File: src/rtl/bamboo_pkg.sv
// bamboo_pkg: shared register-file widths, index type and the x0 constant
package bamboo_pkg;
  localparam int REG_IDX_W = 5;
  localparam int XLEN = 32;
  localparam int NREG = 32;
  typedef logic [REG_IDX_W-1:0] reg_idx_t;
  localparam reg_idx_t REG_ZERO = '0;
endpackage

File: src/rtl/wb_scoreboard.sv
// wb_scoreboard: pending-write vector with set-over-clear priority and issue hazard check
// Ports: clk/rst; iss_* issuing instruction; wb_we/wb_rd write performed this cycle;
// iss_stall hazard; pending debug vector; byp_rs1_hit/byp_rs2_hit only with WB_BYPASS_EN.
module wb_scoreboard
  import bamboo_pkg::*;
#(
  parameter int NREG_P = bamboo_pkg::NREG
) (
  input  logic              clk,
  input  logic              rst,
  input  logic              iss_valid,
  input  logic [4:0]        iss_rs1,
  input  logic [4:0]        iss_rs2,
  input  logic [4:0]        iss_rd,
  input  logic              iss_has_rd,
  input  logic              wb_we,
  input  logic [4:0]        wb_rd,
  output logic              iss_stall,
  output logic [NREG_P-1:0] pending
`ifdef WB_BYPASS_EN
  ,
  output logic              byp_rs1_hit,
  output logic              byp_rs2_hit
`endif
);
  logic [NREG_P-1:0] pend_q, pend_d, set_m, clr_m, hz_m, excl_m;
  logic fire;
`ifdef WB_BYPASS_EN
  // the register being written right now is forwarded, so it is no longer a hazard
  assign excl_m = clr_m;
  assign byp_rs1_hit = wb_we & (iss_rs1 == wb_rd);
  assign byp_rs2_hit = wb_we & (iss_rs2 == wb_rd);
`else
  assign excl_m = '0;
`endif
  always_comb begin
    clr_m = wb_we ? NREG_P'(1) << wb_rd : '0;
    hz_m = pend_q & ~excl_m & ~NREG_P'(1);
    iss_stall = iss_valid & (hz_m[iss_rs1] | hz_m[iss_rs2] | (iss_has_rd & hz_m[iss_rd]));
    fire = iss_valid & !iss_stall;
    set_m = (fire & iss_has_rd & (iss_rd != REG_ZERO)) ? NREG_P'(1) << iss_rd : '0;
    // set applied after clear: a new producer outranks the retiring one
    pend_d = ((pend_q & ~clr_m) | set_m) & ~NREG_P'(1);
  end
  always_ff @(posedge clk)
    pend_q <= rst ? '0 : pend_d;
  assign pending = pend_q;
endmodule

File: src/rtl/regfile_wb_ctrl.sv
// regfile_wb_ctrl: two-source write-back arbiter driving the register file write port
// Ports: s0_* ALU and s1_* LSU valid/ready write-back requests; rf_we/rf_rd_sel/rf_w_val
// register file write port; iss_* issue hazard query, iss_stall result; pending debug vector.
// Macro WB_BYPASS_EN adds byp_rs1_hit/byp_rs2_hit/byp_val and same-cycle hazard bypass.
module regfile_wb_ctrl #(
  parameter int XLEN = bamboo_pkg::XLEN,
  parameter int NREG = bamboo_pkg::NREG,
  parameter int STARVE_MAX = 3
) (
  input  logic            clk,
  input  logic            rst,
  input  logic            s0_valid,
  input  logic [4:0]      s0_rd,
  input  logic [XLEN-1:0] s0_data,
  output logic            s0_ready,
  input  logic            s1_valid,
  input  logic [4:0]      s1_rd,
  input  logic [XLEN-1:0] s1_data,
  output logic            s1_ready,
  output logic            rf_we,
  output logic [4:0]      rf_rd_sel,
  output logic [XLEN-1:0] rf_w_val,
  input  logic            iss_valid,
  input  logic [4:0]      iss_rs1,
  input  logic [4:0]      iss_rs2,
  input  logic [4:0]      iss_rd,
  input  logic            iss_has_rd,
  output logic            iss_stall,
  output logic [NREG-1:0] pending
`ifdef WB_BYPASS_EN
  ,
  output logic            byp_rs1_hit,
  output logic            byp_rs2_hit,
  output logic [XLEN-1:0] byp_val
`endif
);
  import bamboo_pkg::*;
  logic [2:0] starve_q, starve_d;
  logic g0, g1;
  always_comb begin
    // LSU wins by default; a starved ALU takes the port once the counter saturates
    g1 = !rst & s1_valid & !(s0_valid & (starve_q == 3'(STARVE_MAX)));
    g0 = !rst & s0_valid & !g1;
    s0_ready = g0;
    s1_ready = g1;
    rf_rd_sel = g1 ? s1_rd : g0 ? s0_rd : REG_ZERO;
    rf_w_val = g1 ? s1_data : g0 ? s0_data : '0;
    rf_we = (g0 | g1) & (rf_rd_sel != REG_ZERO);
    starve_d = (!s0_valid | g0) ? 3'd0 :
               (g1 & (starve_q < 3'(STARVE_MAX))) ? starve_q + 3'd1 : starve_q;
  end
  always_ff @(posedge clk)
    starve_q <= rst ? 3'd0 : starve_d;
  wb_scoreboard #(.NREG_P(NREG)) u_sb (
    .clk(clk), .rst(rst),
    .iss_valid(iss_valid), .iss_rs1(iss_rs1), .iss_rs2(iss_rs2),
    .iss_rd(iss_rd), .iss_has_rd(iss_has_rd),
    .wb_we(rf_we), .wb_rd(rf_rd_sel),
    .iss_stall(iss_stall), .pending(pending)
`ifdef WB_BYPASS_EN
    , .byp_rs1_hit(byp_rs1_hit), .byp_rs2_hit(byp_rs2_hit)
`endif
  );
`ifdef WB_BYPASS_EN
  assign byp_val = rf_w_val;
`endif
endmodule

File: config.mk
export PLATFORM = sky130hd
export DESIGN_NAME = regfile_wb_ctrl
export DESIGN_NICKNAME = d
export VERILOG_FILES = /design/src/rtl/bamboo_pkg.sv /design/src/rtl/wb_scoreboard.sv /design/src/rtl/regfile_wb_ctrl.sv
export SDC_FILE = /design/constraint.sdc
export NUM_CORES = 1
export LEC_CHECK = 0
export ABC_AREA = 1
export BUFFER_PORTS_ARGS = -buffer_cell sky130_fd_sc_hd__buf_2
export CORE_MARGIN = 3
export CORE_UTILIZATION = 42
export DETAILED_ROUTE_END_ITERATION = 8
export PLACE_DENSITY = 0.81
export SYNTH_ARGS = -nofsm -noshare
export SYNTH_HDL_FRONTEND = slang
export SYNTH_SLANG_ARGS = --single-unit
File: constraint.sdc
create_clock -name clk -period 2 [get_ports clk]
set_input_delay 0.4 -clock clk [delete_from_list [all_inputs] [get_ports clk]]
set_output_delay 0.4 -clock clk [all_outputs]
set_load 0.01 [all_outputs]
==> results.json, run 1 <==
{
  "required_ns": 1.60,
  "io_buffers": 166,
  "top_usage_layer": "met2",
  "yosysUniqueCellTypes": 35,
  "antenna_found_initial": 0,
  "critPathSlowestCell": "dfxtp_2",
  "synth_xor_area_share_pct": 0.2668,
  "synth.avg_cell_area_um2": 5.959,
  "track_usage_pct": 33.67,
  "fp-row-count": 31,
  "synth_top_area_share_pct": 20.73,
  "numCtsBuffers": 5,
  "clockPowerShare_pct": 35.9,
  "path_cells": "ha_4 > ha_4 > nand2_4 > nand2_4 > nand3_4 > o21ai_2 > nor2_2 > nand4_1 > buf_2",
  "finalCriticalPeriod_ns": 2.226,
  "multi_input_area_mm2": 0.002406,
  "critPathLaunchType": "flop",
  "cts.sinks": 34,
  "htreeDepth": 2,
  "synth_common_cells": "nand2_1 (101), nand3_1 (87), nor2_1 (66)",
  "mappedNetlistArea_mm2": 0.003283,
  "fillers": 643,
  "p_sw_mw": 0.7303,
  "place.gp.congestion": 0.9868,
  "status": "complete, but fails checks",
  "globalRouteMet2Util_pct": 54.37,
  "synth.area.top_cells": "dfxtp_1 (21%), nand3_1 (13%), nand2_1 (12%), a22o_1 (8.5%), nor2_1 (7.5%)",
  "peakVddDrop_mv": 0.3675,
  "ys_ff_latch": 34,
  "start_util_pct": 44.32,
  "synth_compound_area_share_pct": 21.88,
  "critPathMaxStageDelay_ns": 0.36,
  "setup.worst_path.end_class": "output port",
  "hold_class": "in -> reg",
  "fin_util_pct": 68.35,
  "synth_top_family_by_area": "simple AND/OR/NAND/NOR gates",
  "grt_pass1_wl_um": 23390,
  "avgRoutedWirePerCell_um": 18.91,
  "crit_buf_inv": 1,
  "io_pins": 168,
  "core-area_mm2": 0.007408,
  "stdcell_area_mm2": 0.005064,
  "postSynthCellCount": 551,
  "synth_ff_type": "dfxtp_1",
  "dp_hpwl_um": 11450,
  "ys_warn_count": 0,
  "drc_errors": 0,
  "nets": 842,
  "power_density_mw_per_mm2": 433.5,
  "synth-seq-area-share_pct": 20.73,
  "n_antenna_cell": 0,
  "path_delay_family": "simple AND/OR/NAND/NOR gates",
  "hold_violations": 0,
  "path_class": "reg -> out",
  "violations": "setup timing",
  "clk-insertion-delay-late_ns": 0.30,
  "fin_skew_ns": 0.005521,
  "max-cap-violations": 0,
  "first_pass_iters": 6,
  "grt_max_degree": 32,
  "fp.dieW_um": 94.42,
  "antenna_left": 0,
  "cp_max_fo": 5,
  "timing.final.crit_share_pct": 111.3,
  "synthMuxAreaShare_pct": 0,
  "use_met1_pct": 45.13,
  "yosysMostFrequentCell": "nand2_1",
  "clk_pin_slew_ns": 0.07,
  "placed_area_mm2": 0.004390,
  "overflow": 0,
  "synth_nets": 648,
  "synth_async_sr_flop_share_pct": 0,
  "setup_violations": 57,
  "p_sw_share_pct": 33.27,
  "worst_slack_ns": -0.2260,
  "p_seq_share_pct": 30.3,
  "dieArea_mm2": 0.008914,
  "cts_hold_buf": 0,
  "slew_violations": 0,
  "grt_use_met3_pct": 6.135,
  "die_y_um": 94.42,
  "max_freq_mhz": 449.2,
  "synth_edf_count": 0,
  "drtIter0Drc": 625,
  "wl_um": 15980,
  "drive_gt1_share_pct": 46.25,
  "syn2layout_area_growth_pct": 54.23,
  "synthSimpleGateAreaFrac_pct": 42.42,
  "vias_per_cell": 5.882,
  "cts_tree": "yes",
  "cellInternalPower_mw": 1.465,
  "synth_fa_ha_area_share_pct": 0.7622,
  "arrival_ns": 1.83,
  "grt_pass1_vias": 4486,
  "yosysTopAreaCell": "dfxtp_1",
  "p_leak_nw": 2.434,
  "clock_path_buffers": 2,
  "p_comb_share_pct": 33.8,
  "vias": 4970,
  "rsz0062_at_grt": "yes",
  "cts_root_buffer": "clkbuf_8",
  "seq_area_um2": 762.0
}
-- per-stage QoR --
stage	power (mW)	instances	hold WS (ns)	TNS [ns]	setup WS (ns)
3_3_place_gp	1.324	823	0.4740	-0.06105	-0.04802
5_1_grt	2.280	845	0.5161	-13.38	-0.3254
2_1_floorplan	1.069	551	0.4630	0	0.01875
6_report	2.195	845	0.4857	-8.368	-0.2260
3_5_place_dp	1.338	823	0.4839	-1.954	-0.1181
4_1_cts	2.139	841	0.4884	-5.516	-0.1719
-- area by class of cell --
type | instances | area share (%)
Multi-Input combinational cell | 418 | 47.52
Timing Repair Buffer | 224 | 27.48
Sequential cell | 34 | 15.05
Inverter | 62 | 4.794
Tap cell | 99 | 2.446
Clock buffer | 5 | 1.359
Clock inverter | 3 | 1.359
-- power by group through the flow --
stage | logic [mW] | registers (mW) | clock network, mW
after global placement | 0.623 | 0.701 | 0
after detailed placement | 0.637 | 0.701 | 0
after global routing | 0.795 | 0.665 | 0.820
after floorplan | 0.369 | 0.700 | 0
after CTS | 0.680 | 0.678 | 0.781
final | 0.742 | 0.665 | 0.788
-- flip-flops by register name, indices dropped and copies added (netlist names) --
| register | count |
|---|---|
| u_sb.pending | 31 |
| starve_q | 3 |
-- layout by cell type (no fill, tap or decap), types with 5 or more instances in the layout --
cell,instances
a22o_1,32
buf_6,6
o21ai_0,8
o21ai_2,11
nor2_1,63
dfxtp_2,17
nand3_2,12
inv_2,18
nor4_1,5
nand2_2,10
clkbuf_8,5
buf_2,163
buf_4,48
nand3_1,72
o21ai_1,18
dfxtp_4,16
nand3_4,6
nand4_1,33
a21oi_1,31
inv_1,39
nand2_1,93
-- what timing repair did --
item | in CTS | in global routing
pin swaps | 14 | 30
endpoints found under the setup margin | 61 | 71
gates resized for setup | 73 | 75
setup buffers | 9 | 5
cloned | 1 | 1
-- kinds of logic (layout without fill, tap and decap cells) --
kind of cell	count (synthesis)	count (layout)
simple gates	303	303
compound gates	111	111
buf+inv	99	294
flops	34	34
fa+ha+maj	2	2
other cells	1	1
xor+xnor	1	1
-- routing by layer --
metal | vias to the layer above | share of wire [%] | routed length [µm]
met5 | - | 0 | 0
met4 | 0 | 3.2 | 513
met3 | 53 | 11 | 1703
met2 | 336 | 46 | 7361
met1 | 2301 | 40 | 6397
li1 | 2280 | - | -
-- path summary, 6_finish.rpt --
check	from	endpoint	slack (ns)	depth (start not counted)
max	starve_q[0]	rf_we	-0.23	9
min	s0_valid	starve_q[0]	0.49	3
max reg2reg	starve_q[0]	u_sb.pending[17]	-0.21	11
min reg2reg	u_sb.pending[28]	u_sb.pending[28]	0.49	2
-- worst min-delay path, stage by stage --
cell     delay, ns
buf_2         0.14
nand3_1       0.14
nor2_1        0.06
Note: power is estimated with default switching activity, not from simulation.
==> inputs of run 2 (changes only) <==
--- a/config.mk
+++ b/config.mk
@@ -8,9 +8,10 @@
 export ABC_AREA = 1
 export BUFFER_PORTS_ARGS = -buffer_cell sky130_fd_sc_hd__buf_2
 export CORE_MARGIN = 3
-export CORE_UTILIZATION = 42
+export CORE_UTILIZATION = 50
+export CTS_BUF_LIST = sky130_fd_sc_hd__clkbuf_16
 export DETAILED_ROUTE_END_ITERATION = 8
-export PLACE_DENSITY = 0.81
+export PLACE_DENSITY = 0.9
 export SYNTH_ARGS = -nofsm -noshare
 export SYNTH_HDL_FRONTEND = slang
 export SYNTH_SLANG_ARGS = --single-unit
==> constraint.sdc (replaced) <==
create_clock -name clk -period 2.73 [get_ports clk]
set_input_delay 0.546 -clock clk [delete_from_list [all_inputs] [get_ports clk]]
set_output_delay 0.546 -clock clk [all_outputs]
set_load 0.01 [all_outputs]
==> run 2 against run 1 <==
- highest routed layer is now met5
- the flow now finishes without violations
- utilization grew 0.71 points
- flip-flop and latch count is the same
- worst setup slack gained 0.33 ns
- clock power shrank 31%
- wire length shrank 6.9%
- cell count shrank 7.9%
==> results.json, run 2 (same netlist as run 1, synthesis figures left out) <==
{
  "io_pins": 168,
  "fp.dieW_um": 87.03,
  "path_cells": "ha_1 > ha_1 > nand2_1 > nand3_2 > inv_2 > buf_4 > a22o_1 > buf_2",
  "dieArea_mm2": 0.007574,
  "drive_gt1_share_pct": 30.10,
  "start_util_pct": 53.55,
  "post_cts_resized": 0,
  "antenna_left": 0,
  "drc_errors": 0,
  "vias": 4723,
  "grt_pass1_vias": 4155,
  "whs_ns": 0.4975,
  "fin_skew_ns": 0.009930,
  "wl_um": 14870,
  "path_delay_family": "buffers and inverters",
  "cts.sinks": 34,
  "clockPowerShare_pct": 36.5,
  "finalCriticalPeriod_ns": 2.623,
  "p_comb_share_pct": 29.8,
  "clk-insertion-delay-late_ns": 0.28,
  "crit_buf_inv": 3,
  "cellInternalPower_mw": 0.9921,
  "dp_hpwl_um": 11210,
  "clk_pin_slew_ns": 0.06,
  "critPathMaxStageDelay_ns": 0.33,
  "die_y_um": 87.03,
  "p_seq_share_pct": 33.7,
  "p_sw_mw": 0.5006,
  "grt_max_degree": 34,
  "peakVddDrop_mv": 0.3704,
  "p_leak_nw": 2.119,
  "timing.final.crit_share_pct": 96.09,
  "syn2layout_area_growth_pct": 28.96,
  "critPathSlowestCell": "dfxtp_1",
  "max_freq_mhz": 381.2,
  "layout_commonest_cell": "buf_2",
  "nets": 797,
  "numCtsBuffers": 5,
  "setup.worst_path.end_class": "output port",
  "power_density_mw_per_mm2": 352.5,
  "avgRoutedWirePerCell_um": 19.12,
  "clock_path_buffers": 2,
  "rsz0062_at_grt": "no",
  "grt_pass1_wl_um": 22690,
  "place_ws_ns": 0.2388,
  "cp_common_cell": "ha_1",
  "vias_per_cell": 6.071,
  "slew_violations": 0,
  "hold_violations": 0,
  "setup_violations": 0,
  "final_cell_mix": "buf_2 (166), nand2_1 (101), nand3_1 (87)",
  "arrival_ns": 2.08,
  "antenna_found_initial": 1,
  "max-cap-violations": 0,
  "hold_class": "reg -> reg",
  "stdcell_area_mm2": 0.004234,
  "cp_max_fo": 33,
  "post_cts_buffers": 0,
  "fp-row-count": 28,
  "p_sw_share_pct": 33.53,
  "placed_area_mm2": 0.004086,
  "tns_ns": 0,
  "path_class": "reg -> out",
  "critPathLaunchType": "flop",
  "cts_tree": "yes",
  "status": "complete, no violations",
  "required_ns": 2.18,
  "first_pass_iters": 5,
  "htreeDepth": 2,
  "overflow": 0,
  "io_buffers": 166,
  "cts_hold_buf": 0,
  "worst_slack_ns": 0.1068,
  "drtIter0Drc": 608,
  "place.gp.congestion": 1.078,
  "cts_root_buffer": "clkbuf_16",
  "track_usage_pct": 38.54,
  "core-area_mm2": 0.006131,
  "fin_total_pwr_mw": 1.493,
  "largest_register_ffs": 31
}
==> run 2: changes by cell type in the layout (fill, tap and decap cells not counted), moves of 9 or more <==
| cell | previous run | this run |
|---|---|---|
| buf_4 | 48 | 13 |
| dfxtp_1 | 1 | 34 |
| dfxtp_2 | 17 | 0 |
| dfxtp_4 | 16 | 0 |
| inv_1 | 39 | 53 |
| inv_2 | 18 | 8 |
| nand3_1 | 72 | 87 |
| nand3_2 | 12 | 2 |
| o21ai_0 | 8 | 21 |
| o21ai_2 | 11 | 2 |
==> run 2: per-layer routing <==
layer	up-vias	GRT usage [%]	part of all wire, %
met3	48	8.231	13
met2	366	55.76	44
li1	2180	-	-
met1	2127	56.16	40
met5	-	0	0.13
met4	2	13.03	2.8
==> run 2: per-stage QoR <==
| stage | std cells | utilization (%) |
|---|---|---|
| CTS | 776 | 68.98 |
| floorplan | 551 | - |
| detailed placement | 768 | 66.65 |
| global route | 776 | 68.98 |
| global placement | 768 | 66.65 |
| finish | 778 | 69.06 |
==> run 2: final timing paths <==
path	slack (ns)	from	end	depth (start not counted)
worst min register to register	0.50	u_sb.pending[3]	u_sb.pending[3]	2
worst min-delay path	0.50	u_sb.pending[3]	u_sb.pending[3]	2
worst max register to register	0.56	starve_q[0]	u_sb.pending[2]	11
worst max-delay path	0.11	starve_q[0]	rf_w_val[31]	8
==> run 2: power groups by stage <==
stage | Combinational, mW | Clock, mW | Sequential (mW)
global route | 0.477 | 0.575 | 0.503
global placement | 0.420 | 0 | 0.513
floorplan | 0.269 | 0 | 0.513
detailed placement | 0.428 | 0 | 0.513
finish | 0.445 | 0.545 | 0.503
CTS | 0.431 | 0.542 | 0.503
==> run 2: cell type report <==
cell class                      count  area, µm²
Antenna cell                        2      5.005
Clock buffer                        5      125.1
Clock inverter                      3      17.52
Fill cell                         586       1897
Inverter                           62      235.2
Multi-Input combinational cell    418       2148
Sequential cell                    34      680.7
Tap cell                           75      93.84
Timing Repair Buffer              179      928.4
==> run 2: tightest hold or removal path, cell delays in order (launching register included) <==
cell     delay, ns
dfxtp_1       0.32
o21ai_0       0.07
a21oi_1       0.06
